**config.mk**
```make
export PLATFORM = sky130hd
export DESIGN_NAME = clk_reset_sequencer
export DESIGN_NICKNAME = d
export VERILOG_FILES = /design/src/rtl/clk_reset_pkg.sv /design/src/rtl/clk_sync_ff.sv /design/src/rtl/clk_reset_sequencer.sv
export SDC_FILE = /design/constraint.sdc
export NUM_CORES = 1
export LEC_CHECK = 0
export ABC_CLOCK_PERIOD_IN_PS = 4110
export BUFFER_PORTS_ARGS = -buffer_cell sky130_fd_sc_hd__buf_2
export CAP_MARGIN = 20
export CORE_UTILIZATION = 25
export CTS_CLUSTER_DIAMETER = 50
export DETAILED_ROUTE_END_ITERATION = 16
export REMOVE_ABC_BUFFERS = 1
export SYNTH_ARGS = -nofsm -noshare
export SYNTH_HDL_FRONTEND = slang
export SYNTH_SLANG_ARGS = --single-unit
export TNS_END_PERCENT = 5
```
**constraint.sdc**
```tcl
create_clock -name clk_200 -period 4.11 [get_ports clk_200]
set_input_delay 0.411 -clock clk_200 [delete_from_list [all_inputs] [get_ports clk_200]]
set_output_delay 0.411 -clock clk_200 [all_outputs]
set_load 0.005 [all_outputs]
```
**src/rtl/clk_reset_pkg.sv**
```systemverilog
// Shared state encoding, default parameters and widths for the clock/reset sequencer.
// Pure definitions: no latency, no flow control.
package clk_reset_pkg;

    typedef enum logic [1:0] {
        ST_WAIT_LOCK = 2'd0,
        ST_HOLD      = 2'd1,
        ST_STAGGER   = 2'd2,
        ST_RUN       = 2'd3
    } seq_state_t;

    localparam int DEF_SYNC_STAGES    = 2;
    localparam int DEF_HOLD_CYCLES    = 1024;
    localparam int DEF_STAGGER_CYCLES = 16;

    localparam int CNT_W  = 16;
    localparam int LOSS_W = 8;

    // Saturating increment: holds at all-ones rather than wrapping to zero.
    function automatic logic [LOSS_W-1:0] sat_inc(input logic [LOSS_W-1:0] v);
        return (v == {LOSS_W{1'b1}}) ? v : v + LOSS_W'(1);
    endfunction

endpackage

```
**src/rtl/clk_sync_ff.sv**
```systemverilog
// Multi-flop synchronizer for a single asynchronous level; latency STAGES clocks.
// No flow control; async active-high reset clears every stage to 0.
module clk_sync_ff #(
    parameter int STAGES = 2
) (
    input  logic clk_i,
    input  logic rst_i,
    input  logic d_i,
    output logic q_o
);

    (* ASYNC_REG = "TRUE" *) logic [STAGES-1:0] sync_q;

    always_ff @(posedge clk_i or posedge rst_i) begin
        if (rst_i) begin
            sync_q <= '0;
        end else begin
            sync_q <= {sync_q[STAGES-2:0], d_i};
        end
    end

    assign q_o = sync_q[STAGES-1];

endmodule

```
**src/rtl/clk_reset_sequencer.sv**
```systemverilog
// Sequences AXI and core reset release after MMCM lock has been stable; outputs registered
// from next state (one clock after each decision). No backpressure; rst_req is a one-cycle pulse.
module clk_reset_sequencer
    import clk_reset_pkg::*;
#(
    parameter int SYNC_STAGES    = DEF_SYNC_STAGES,
    parameter int HOLD_CYCLES    = DEF_HOLD_CYCLES,
    parameter int STAGGER_CYCLES = DEF_STAGGER_CYCLES
) (
    input  logic       clk_200,
    input  logic       reset,
    input  logic       mmcm_locked,
    input  logic       rst_req,
    output logic       axi_resetn,
    output logic       core_reset,
    output logic       clk_stable,
    output logic [7:0] lock_loss_cnt
);

    if (SYNC_STAGES < 2 || SYNC_STAGES > 4) begin : g_bad_sync
        $error("SYNC_STAGES must be in 2..4");
    end
    if (HOLD_CYCLES < 2 || HOLD_CYCLES > 65535) begin : g_bad_hold
        $error("HOLD_CYCLES must be in 2..65535");
    end
    if (STAGGER_CYCLES < 1 || STAGGER_CYCLES > 255) begin : g_bad_stagger
        $error("STAGGER_CYCLES must be in 1..255");
    end

    localparam logic [CNT_W-1:0] HOLD_LAST    = CNT_W'(HOLD_CYCLES - 1);
    localparam logic [CNT_W-1:0] STAGGER_LAST = CNT_W'(STAGGER_CYCLES - 1);

    logic              locked_s;
    seq_state_t        state_q, state_d;
    logic [CNT_W-1:0]  cnt_q, cnt_d;
    logic [LOSS_W-1:0] loss_q, loss_d;
    logic              axi_resetn_q;
    logic              core_reset_q;
    logic              clk_stable_q;

    clk_sync_ff #(
        .STAGES (SYNC_STAGES)
    ) u_lock_sync (
        .clk_i (clk_200),
        .rst_i (reset),
        .d_i   (mmcm_locked),
        .q_o   (locked_s)
    );

    // Lock loss is tested before rst_req so a coincident request cannot mask a lost lock.
    always_comb begin
        state_d = state_q;
        cnt_d   = cnt_q;
        loss_d  = loss_q;
        if (state_q == ST_WAIT_LOCK) begin
            cnt_d = '0;
            if (locked_s) begin
                state_d = ST_HOLD;
            end
        end else if (!locked_s) begin
            state_d = ST_WAIT_LOCK;
            cnt_d   = '0;
            loss_d  = sat_inc(loss_q);
        end else if (rst_req) begin
            state_d = ST_HOLD;
            cnt_d   = '0;
        end else begin
            case (state_q)
                ST_HOLD: begin
                    if (cnt_q == HOLD_LAST) begin
                        state_d = ST_STAGGER;
                        cnt_d   = '0;
                    end else begin
                        cnt_d = cnt_q + CNT_W'(1);
                    end
                end
                ST_STAGGER: begin
                    if (cnt_q == STAGGER_LAST) begin
                        state_d = ST_RUN;
                        cnt_d   = '0;
                    end else begin
                        cnt_d = cnt_q + CNT_W'(1);
                    end
                end
                default: begin
                    cnt_d = '0;
                end
            endcase
        end
    end

    always_ff @(posedge clk_200 or posedge reset) begin
        if (reset) begin
            state_q      <= ST_WAIT_LOCK;
            cnt_q        <= '0;
            loss_q       <= '0;
            axi_resetn_q <= 1'b0;
            core_reset_q <= 1'b1;
            clk_stable_q <= 1'b0;
        end else begin
            state_q      <= state_d;
            cnt_q        <= cnt_d;
            loss_q       <= loss_d;
            axi_resetn_q <= (state_d == ST_STAGGER) || (state_d == ST_RUN);
            core_reset_q <= (state_d != ST_RUN);
            clk_stable_q <= (state_d == ST_RUN);
        end
    end

    assign axi_resetn    = axi_resetn_q;
    assign core_reset    = core_reset_q;
    assign clk_stable    = clk_stable_q;
    assign lock_loss_cnt = loss_q;

endmodule
```
==> results.toml, run 1 <==
[placement]
hpwlAfterDp_um = 1970
gp_congestion = 0.7042
place_ws_ns = 1.934
io_buffers = 14

[yosys]
netlist.top_cell.by_area = "dfrtp_1"
ys_seq_area_frac = 0.5008
synthesis.area_um2 = 1551
synthArstFlopShare = 1.000
synthTopCellsByArea = "dfrtp_1, xor2_1, xnor2_1, ha_1, nor2_2"
synth.distinct_cells = 35
synth_seq_cells = 31
yosysTopAreaCellShare = 0.4839
synth-main-ff-cell = "dfrtp_1"
yosys_warnings = 0
synth_edf_count = 0
netlist_instances = 145
syn_area_per_cell_um2 = 10.70

[power_and_ir_drop]
p_comb_frac = 0.202
leakagePower_nw = 0.7506
swShare = 0.3045
clock_power_share = 0.294
seqPwrFrac = 0.503
ir_worst_vdd_uv = 125.3
power_density_nw_per_um2 = 430.1
p_int_w = 0.0005326
switching_power_w = 0.0002332

[timing]
finalClockSkew_ns = 0.005023
hold_viol_final = 0
fmax_mhz = 468.3
rsz0062_at_grt = "no"
slew_violations = 0
period_needed_ns = 2.135
fin_setup_tns_ns = 0
setup_ws_ns = 1.975
setup-violations-final = 0
worstMarginPinSlew_ns = 0.7161
finalCritPeriodShare = 0.5195
slew_headroom = 0.5197

[global_routing]
grt_remaining_overflow = 0
grt_pass1_vias = 1030
antenna_found_initial = 0
grt_use_total = 0.09926
grt_pass1_wl_um = 4850
grt_max_degree = 32

[drt]
drcViolationCount = 0
dr.pass1.iters = 2
drt-vias-per-instance = 4.419
vias = 1065
first_iter_violations = 54
wl_per_cell_um = 11.46
routed_wl_um = 2763
detail-route-antenna-nets = 0

[floorplan]
coreArea_um2 = 5956
rows = 28
start_util = 0.2605
io_pins = 15
dieArea_um2 = 6525
die_h_um = 80.78
die_w_um = 80.78

[critical_path]
critical_path.top_delay_family = "simple AND/OR/NAND/NOR gates"
crit_path_start_kind = "flip-flop"
path_cells = "or4_4 > nor4_4 > a21oi_2 > nor2_4 > nor2_1"
required_ns = 4.26
slowest_delay_ns = 0.54
setup.worst_path.class = "flip-flop to flip-flop"
crit_path_end_kind = "flip-flop"
crit_path_max_fanout = 16
cp_num_buf_inv = 0
slowest_stage = "or4_4"
arrival_ns = 2.28

[clock_tree]
cts_hold_buf = 0
htree_num_levels = 2
cts_setup_buffers = 0
cts_inserted_buffers = 5
cts_num_sinks = 31
clkTransAtPathRegs_ns = 0.06
root_buffer = "clkbuf_8"
clockBufferDepth = 2
cts_tree = "built"
clock_latency_ns = 0.28
cts_resized = 0

[min_path]
hold_class = "input port to async pin"

[cells_and_area]
nets = 174
fillCellCount = 646
syn2layout_area_growth_pct = 14.76
diodes = 0
final_layout_size_suffix_gt1_frac = 0.2590

[flow_run]
drv_cap = 0

[run_status]
outcome = "completed"
[cells in the final DEF (no fill, tap or decap), types with 3 or more instances in the layout]
cell type  synthesis  routed
xnor2_1            8       8
a31oi_1            3       3
xor2_1            10      10
a31o_2             3       3
nand4_1            7       7
ha_1               5       5
buf_2              0      14
nor2_2            10      10
dfrtp_1           30      30
clkbuf_8           0       5
nand3_1           10      10
inv_1              7       7
nor3_1             3       3
nand2_1            9       9
a21oi_2            3       3
nor2_1            11      11
[state kept, by name, indices dropped and copies added (netlist names)]
signal	cells
clk_stable	1
cnt_q	16
state_q	2
core_reset	1
u_lock_sync.sync_q	2
lock_loss_cnt	8
axi_resetn	1
[layout make-up]
class                      count  area [um2]  area share
clock buffer                   7       76.32     0.04287
clock inverter                 1       5.005    0.002811
inverter                       7       26.28     0.01476
multi-input combinational    105       724.4      0.4069
sequential                    31       777.0      0.4364
tap                           75       93.84     0.05271
timing repair buffer          15       77.57     0.04357
[worst min-delay path: cells and delay by family]
kind                   cells  cell delay (ns)
buffers and inverters      3             0.48
[kinds of logic after synthesis]
kind of cell             after synthesis  share of synthesized area
AND/OR/NAND/NOR                       64                     0.2347
flip-flops                            31                     0.5008
XOR/XNOR                              18                     0.1016
adder cells (fa/ha/maj)                5                    0.04032
AO/OA/AOI/OAI                         17                    0.08308
multiplexers                           1                   0.007258
buffers and inverters                  9                    0.03226
[per-layer routing]
layer  up-vias  routed length, um  global-route usage
li1        542                  -                   -
met1       504               1368              0.1295
met2        13               1241              0.1483
met3         6                105             0.03146
met4         0                 47             0.04821
met5         -                  0                   0
[final timing paths]
kind | from | end | slack [ns] | cells after the start
max | cnt_q[11]$_DFF_PP0_ | cnt_q[2]$_DFF_PP0_ | 1.97 | 5
max in group asynchronous | reset | core_reset$_DFF_PP1_ | 3.58 | 3
min reg2reg | u_lock_sync.sync_q[0]$_DFF_PP0_ | u_lock_sync.sync_q[1]$_DFF_PP0_ | 0.35 | 0
min in group clk_200 | mmcm_locked | u_lock_sync.sync_q[0]$_DFF_PP0_ | 0.25 | 1
min | reset | cnt_q[5]$_DFF_PP0_ | 0.20 | 3
max reg2reg | cnt_q[11]$_DFF_PP0_ | cnt_q[2]$_DFF_PP0_ | 1.97 | 5
[power groups by stage]
stage | logic, W | registers, W | clock network, W
3_3_place_gp | 0.000154 | 0.000387 | 0
2_1_floorplan | 0.000103 | 0.000384 | 0
6_report | 0.000155 | 0.000385 | 0.000225
3_5_place_dp | 0.000156 | 0.000390 | 0
4_1_cts | 0.000158 | 0.000386 | 0.000233
5_1_grt | 0.000175 | 0.000393 | 0.000248
[per-stage QoR]
step             util  cells  instance area (um2)   power, W  hold slack, ns
6_report       0.2990    241                 1780  0.0007658          0.2012
5_1_grt        0.2990    241                 1780  0.0008161          0.2418
4_1_cts        0.2990    241                 1780  0.0007769          0.2163
3_5_place_dp   0.2853    233                 1699  0.0005463          0.3355
3_3_place_gp   0.2853    233                 1699  0.0005419          0.3344
2_1_floorplan       -    143                 1528  0.0004871          0.3312
[cells in the mapped netlist, types with 2 or more instances]
cell type,count
nand4_1,7
nor2_1,11
nor3_1,3
xor2_1,10
nor2_2,10
nor2b_1,2
a21oi_2,3
inv_1,7
ha_1,5
dfrtp_1,30
and2_1,2
nand2_1,9
a21oi_1,2
nand3_1,10
and3_1,2
a31o_2,3
xnor2_1,8
or4_1,2
a31oi_1,3
(Power assumes the default switching activity.)
==> inputs of run 2 (changes only) <==
- ABC_CLOCK_PERIOD_IN_PS: 4110 -> 2100
- clock period: 4.11 -> 2.1 ns (I/O delays scaled with it)
==> results.toml, run 2 (synthesized netlist as in run 1, its figures left out) <==
[timing]
finalClockSkew_ns = 0.005970
worstMarginPinSlew_ns = 0.4854
fin_setup_tns_ns = 0
worst_hold_slack_ns = -0.002003
hold_viol_final = 5
rsz0062_at_grt = "no"
slew_violations = 0
fmax_mhz = 510.5
period_needed_ns = 1.959
slew_headroom = 0.6752
finalCritPeriodShare = 0.9328
setup-violations-final = 0

[placement]
io_buffers = 14
gp_congestion = 0.7593
hpwlAfterDp_um = 1951

[drt]
wl_per_cell_um = 11.42
drcViolationCount = 0
routed_wl_um = 2774
first_iter_violations = 37
detail-route-antenna-nets = 0
vias = 1096
drt-vias-per-instance = 4.510
dr.pass1.iters = 5

[floorplan]
rows = 28
io_pins = 15
coreArea_um2 = 5956
start_util = 0.2605
die_w_um = 80.78
dieArea_um2 = 6525
die_h_um = 80.78

[critical_path]
arrival_ns = 2.13
r2r-end = "cnt_q[5]$_DFF_PP0_"
crit_path_start_kind = "flip-flop"
required_ns = 2.27
setup.worst_path.class = "flip-flop to flip-flop"
rr_worst_depth = 6
path_cells = "or4_4 > nor4_4 > a21oi_2 > nor2_4 > buf_12 > nor2_1"
critical_path.top_delay_family = "simple AND/OR/NAND/NOR gates"
cp_num_buf_inv = 1
slowest_stage = "or4_4"
crit_path_max_fanout = 16
crit_path_end_kind = "flip-flop"
crit-reg2reg-launch = "cnt_q[11]$_DFF_PP0_"
regToRegSetupSlack_ns = 0.14
slowest_delay_ns = 0.54

[run_status]
outcome = "finished, violations left"
violations = "hold timing"

[clock_tree]
clockBufferDepth = 2
cts_num_sinks = 31
clkTransAtPathRegs_ns = 0.07
cts_inserted_buffers = 5
cts_setup_buffers = 0
cts_hold_buf = 0
root_buffer = "clkbuf_8"
htree_num_levels = 2
clock_latency_ns = 0.28
cts_tree = "built"

[cells_and_area]
final_cell_mix = "dfrtp_1, buf_2, nor2_1"
diodes = 0
nets = 176
regMostFlops = "cnt_q"
final_common_cell = "dfrtp_1"
final_layout_size_suffix_gt1_frac = 0.2857
fillCellCount = 632
syn2layout_area_growth_pct = 19.19
largest_register_ffs = 16

[power_and_ir_drop]
total_power_w = 0.001680
ir_worst_vdd_uv = 338.5
power_density_nw_per_um2 = 908.6
leakagePower_nw = 0.7871

[global_routing]
grt_max_degree = 32
grt_pass1_vias = 1113
grt_remaining_overflow = 0
grt_pass1_wl_um = 4968
grt_use_total = 0.1004
antenna_found_initial = 0

[flow_run]
drv_cap = 0

[min_path]
hold_class = "input port to async pin"
## run 2: repair_timing
| action | in CTS | in global routing |
|---|---|---|
| gates resized for setup | 0 | 1 |
| endpoints found under the setup margin | 0 | 3 |
| endpoints found under the hold margin | 0 | 0 |
## run 2: worst max path at each step
stage	depth (start not counted)	slack (ns)	end	start
6_report	6	0.14	cnt_q[5]$_DFF_PP0_	cnt_q[11]$_DFF_PP0_
2_1_floorplan	5	0.14	cnt_q[15]$_DFF_PP0_	cnt_q[10]$_DFF_PP0_
3_3_place_gp	8	0.18	cnt_q[1]$_DFF_PP0_	state_q[0]$_DFF_PP0_
3_5_place_dp	6	0.14	cnt_q[2]$_DFF_PP0_	cnt_q[11]$_DFF_PP0_
5_1_grt	5	0.05	clk_stable$_DFF_PP0_	cnt_q[11]$_DFF_PP0_
4_1_cts	6	0.11	cnt_q[5]$_DFF_PP0_	cnt_q[11]$_DFF_PP0_
## run 2: cell type report
class	instances	area (um2)	share of cell area
flip-flops and latches	31	777.0	0.4202
inverters	7	26.28	0.01421
multi-input cells	105	729.5	0.3945
clock buffers	6	82.58	0.04466
well taps	75	93.84	0.05074
repair buffers	17	105.1	0.05683
clock inverters	2	35.03	0.01894
## run 2: metrics by stage
step                      cell area [um2]  worst slack, ns  utilization  cells
final                                1849           0.1410       0.3105    243
after global routing                 1849          0.05338       0.3105    243
after CTS                            1844           0.1123       0.3097    243
after detailed placement             1727           0.1379       0.2899    235
after global placement               1727           0.1758       0.2899    235
after floorplan                      1528           0.1423            -    143
## run 2: where the power goes
group	internal (W)	total [W]	switching [W]
Clock	0.000384	0.000607	0.000224
Combinational	0.000160	0.000321	0.000160
Sequential	0.000664	0.000752	0.0000877
## run 2: worst register-to-register path, delay by kind of cell (launching register included)
kind	cells	cell delay, ns
buffers and inverters	1	0.16
AO/OA/AOI/OAI	1	0.13
AND/OR/NAND/NOR	4	1.13
flip-flops	1	0.43
## run 2: routing by layer
layer	global-route usage	vias to the layer above	wire [um]
met5	0	-	0
met4	0.04286	0	36
met3	0.02809	4	131
met2	0.1568	14	1279
met1	0.1299	531	1326
li1	-	547	-
==> inputs of run 3 (changes only) <==
- SYNTH_HIERARCHICAL: not set -> 1
==> results.toml, run 3 <==
[run_status]
outcome = "completed"

[critical_path]
path_cells = "inv_1 > ha_1 > or2_2 > a41oi_2 > mux2_2"
setup.worst_path.class = "flip-flop to flip-flop"
arrival_ns = 2.10
required_ns = 2.28
crit_path_end_kind = "flip-flop"
regToRegSetupSlack_ns = 0.17
crit_path_max_fanout = 8
slowest_stage = "dfrtp_1"
crit_path_start_kind = "flip-flop"
slowest_delay_ns = 0.41

[drt]
first_iter_violations = 38
wl_per_cell_um = 12.16
drt-vias-per-instance = 4.653
dr.pass1.iters = 4
routed_wl_um = 2907
detail-route-antenna-nets = 0
vias = 1112
drcViolationCount = 0

[cells_and_area]
diodes = 0
nets = 172
largest_register_ffs = 16
regMostFlops = "cnt_q"
syn2layout_area_growth_pct = 19.07
stdcell_count = 239
fin_util = 0.3116
final_common_cell = "dfrtp_1"
fillCellCount = 603
final_cell_mix = "dfrtp_1, nor2_1, buf_2, xor2_1"
final_layout_size_suffix_gt1_frac = 0.2256

[timing]
hold_viol_final = 0
setup_ws_ns = 0.1733
fin_setup_tns_ns = 0
setup-violations-final = 0
worstMarginPinSlew_ns = 0.3975
period_needed_ns = 1.927
finalCritPeriodShare = 0.9175
finalClockSkew_ns = 0.008877
slew_violations = 0
fmax_mhz = 519.0
rsz0062_at_grt = "no"
slew_headroom = 0.7350

[yosys]
yosysTopAreaCellShare = 0.4789
synth_edf_count = 0
syn_area_per_cell_um2 = 11.12
synthArstFlopShare = 1.000
synthesis.area_um2 = 1568
synth-main-ff-cell = "dfrtp_1"
synthTopCellsByArea = "dfrtp_1, xor2_1, ha_1, xnor2_1, nor2_1"
ys_seq_area_frac = 0.4956
synth_seq_cells = 31
netlist.top_cell.by_area = "dfrtp_1"
synth_most_common_cell = "dfrtp_1"
yosys-top-cells-count = "dfrtp_1, nor2_1, xor2_1"
yosys_warnings = 6
synth.distinct_cells = 42
netlist_instances = 141

[global_routing]
grt_pass1_wl_um = 5064
antenna_found_initial = 0
grt_use_met3 = 0.03708
grt_pass1_vias = 1085
met2_usage = 0.1555
grt_use_total = 0.1043
grt_max_degree = 30
grt_remaining_overflow = 0
grtUsageMet1 = 0.1338
busiest_layer = "met2"

[clock_tree]
clock_latency_ns = 0.29
clkTransAtPathRegs_ns = 0.07
cts_inserted_buffers = 5
clockBufferDepth = 2
htree_num_levels = 2
cts_num_sinks = 31
cts_tree = "built"
root_buffer = "clkbuf_8"

[floorplan]
dieArea_um2 = 6592
io_pins = 15
coreArea_um2 = 5991
die_h_um = 81.19
start_util = 0.2617
rows = 28
die_w_um = 81.19

[min_path]
hold_class = "input port to flip-flop"

[power_and_ir_drop]
total_power_w = 0.001736
leakagePower_nw = 0.8085
power_density_nw_per_um2 = 930.1
ir_worst_vdd_uv = 354.6

[flow_run]
drv_cap = 0

[placement]
gp_congestion = 0.7122
hpwlAfterDp_um = 1987
dp_cells = 230
io_buffers = 14
place_ws_ns = 0.1771
-- run 3: layout make-up --
cell class              count  area (um2)  area share
flip-flops and latches     31       777.0      0.4162
multi-input cells         102       740.7      0.3968
clock inverters             2       35.03     0.01877
well taps                  75       93.84     0.05027
repair buffers             19       122.6     0.06568
inverters                   4       15.01    0.008043
clock buffers               6       82.58     0.04424
-- run 3: timing repair --
item,4_1_cts,5_1_grt
gates resized for setup,0,0
buffers inserted,0,0
endpoints found under the hold margin,2,0
hold buffers,1,0
-- run 3: logic make-up after synthesis --
logic type | count (synthesis) | share of synthesized area
simple gates | 61 | 0.2362
xor+xnor | 18 | 0.1006
mux | 1 | 0.007182
fa+ha+maj | 5 | 0.03990
flops | 31 | 0.4956
compound gates | 17 | 0.08860
buf+inv | 8 | 0.03192
-- run 3: path summary, 6_finish.rpt --
check,startpoint,endpoint,cells past startpoint
hold reg to reg,u_lock_sync/sync_q[0]$_DFF_PP0_,u_lock_sync/sync_q[1]$_DFF_PP0_,0
hold / removal,mmcm_locked,u_lock_sync/sync_q[0]$_DFF_PP0_,1
setup reg to reg,state_q[1]$_DFF_PP0_,lock_loss_cnt[1]$_DFFE_PP0P_,5
setup / recovery,state_q[1]$_DFF_PP0_,lock_loss_cnt[1]$_DFFE_PP0P_,5
max in group asynchronous,reset,core_reset$_DFF_PP1_,4
min in group asynchronous,reset,u_lock_sync/sync_q[1]$_DFF_PP0_,3
-- run 3: critical path: cells and delay by family, from the launching register on --
family,cells,cell delay (ns)
mux,1,0.38
flops,1,0.41
buf+inv,1,0.09
fa+ha+maj,1,0.26
compound gates,1,0.36
simple gates,1,0.32
-- run 3: routing by layer --
layer  wire, um  part of all wire
met4         40             0.014
met5          0                 0
met1       1478              0.51
met3        111             0.038
met2       1276              0.44
-- run 3: report_power, final --
group | internal, W | switching, W
registers | 0.000669 | 0.0000791
logic | 0.000187 | 0.000186
clock network | 0.000384 | 0.000230
-- run 3: stage by stage --
stage | instance area [um2] | hold WS [ns]
4_1_cts | 1867 | 0.01960
6_report | 1867 | 0.02980
5_1_grt | 1867 | 0.01648
2_1_floorplan | 1533 | -0.04882
3_5_place_dp | 1739 | 0.07658
3_3_place_gp | 1739 | 0.07482
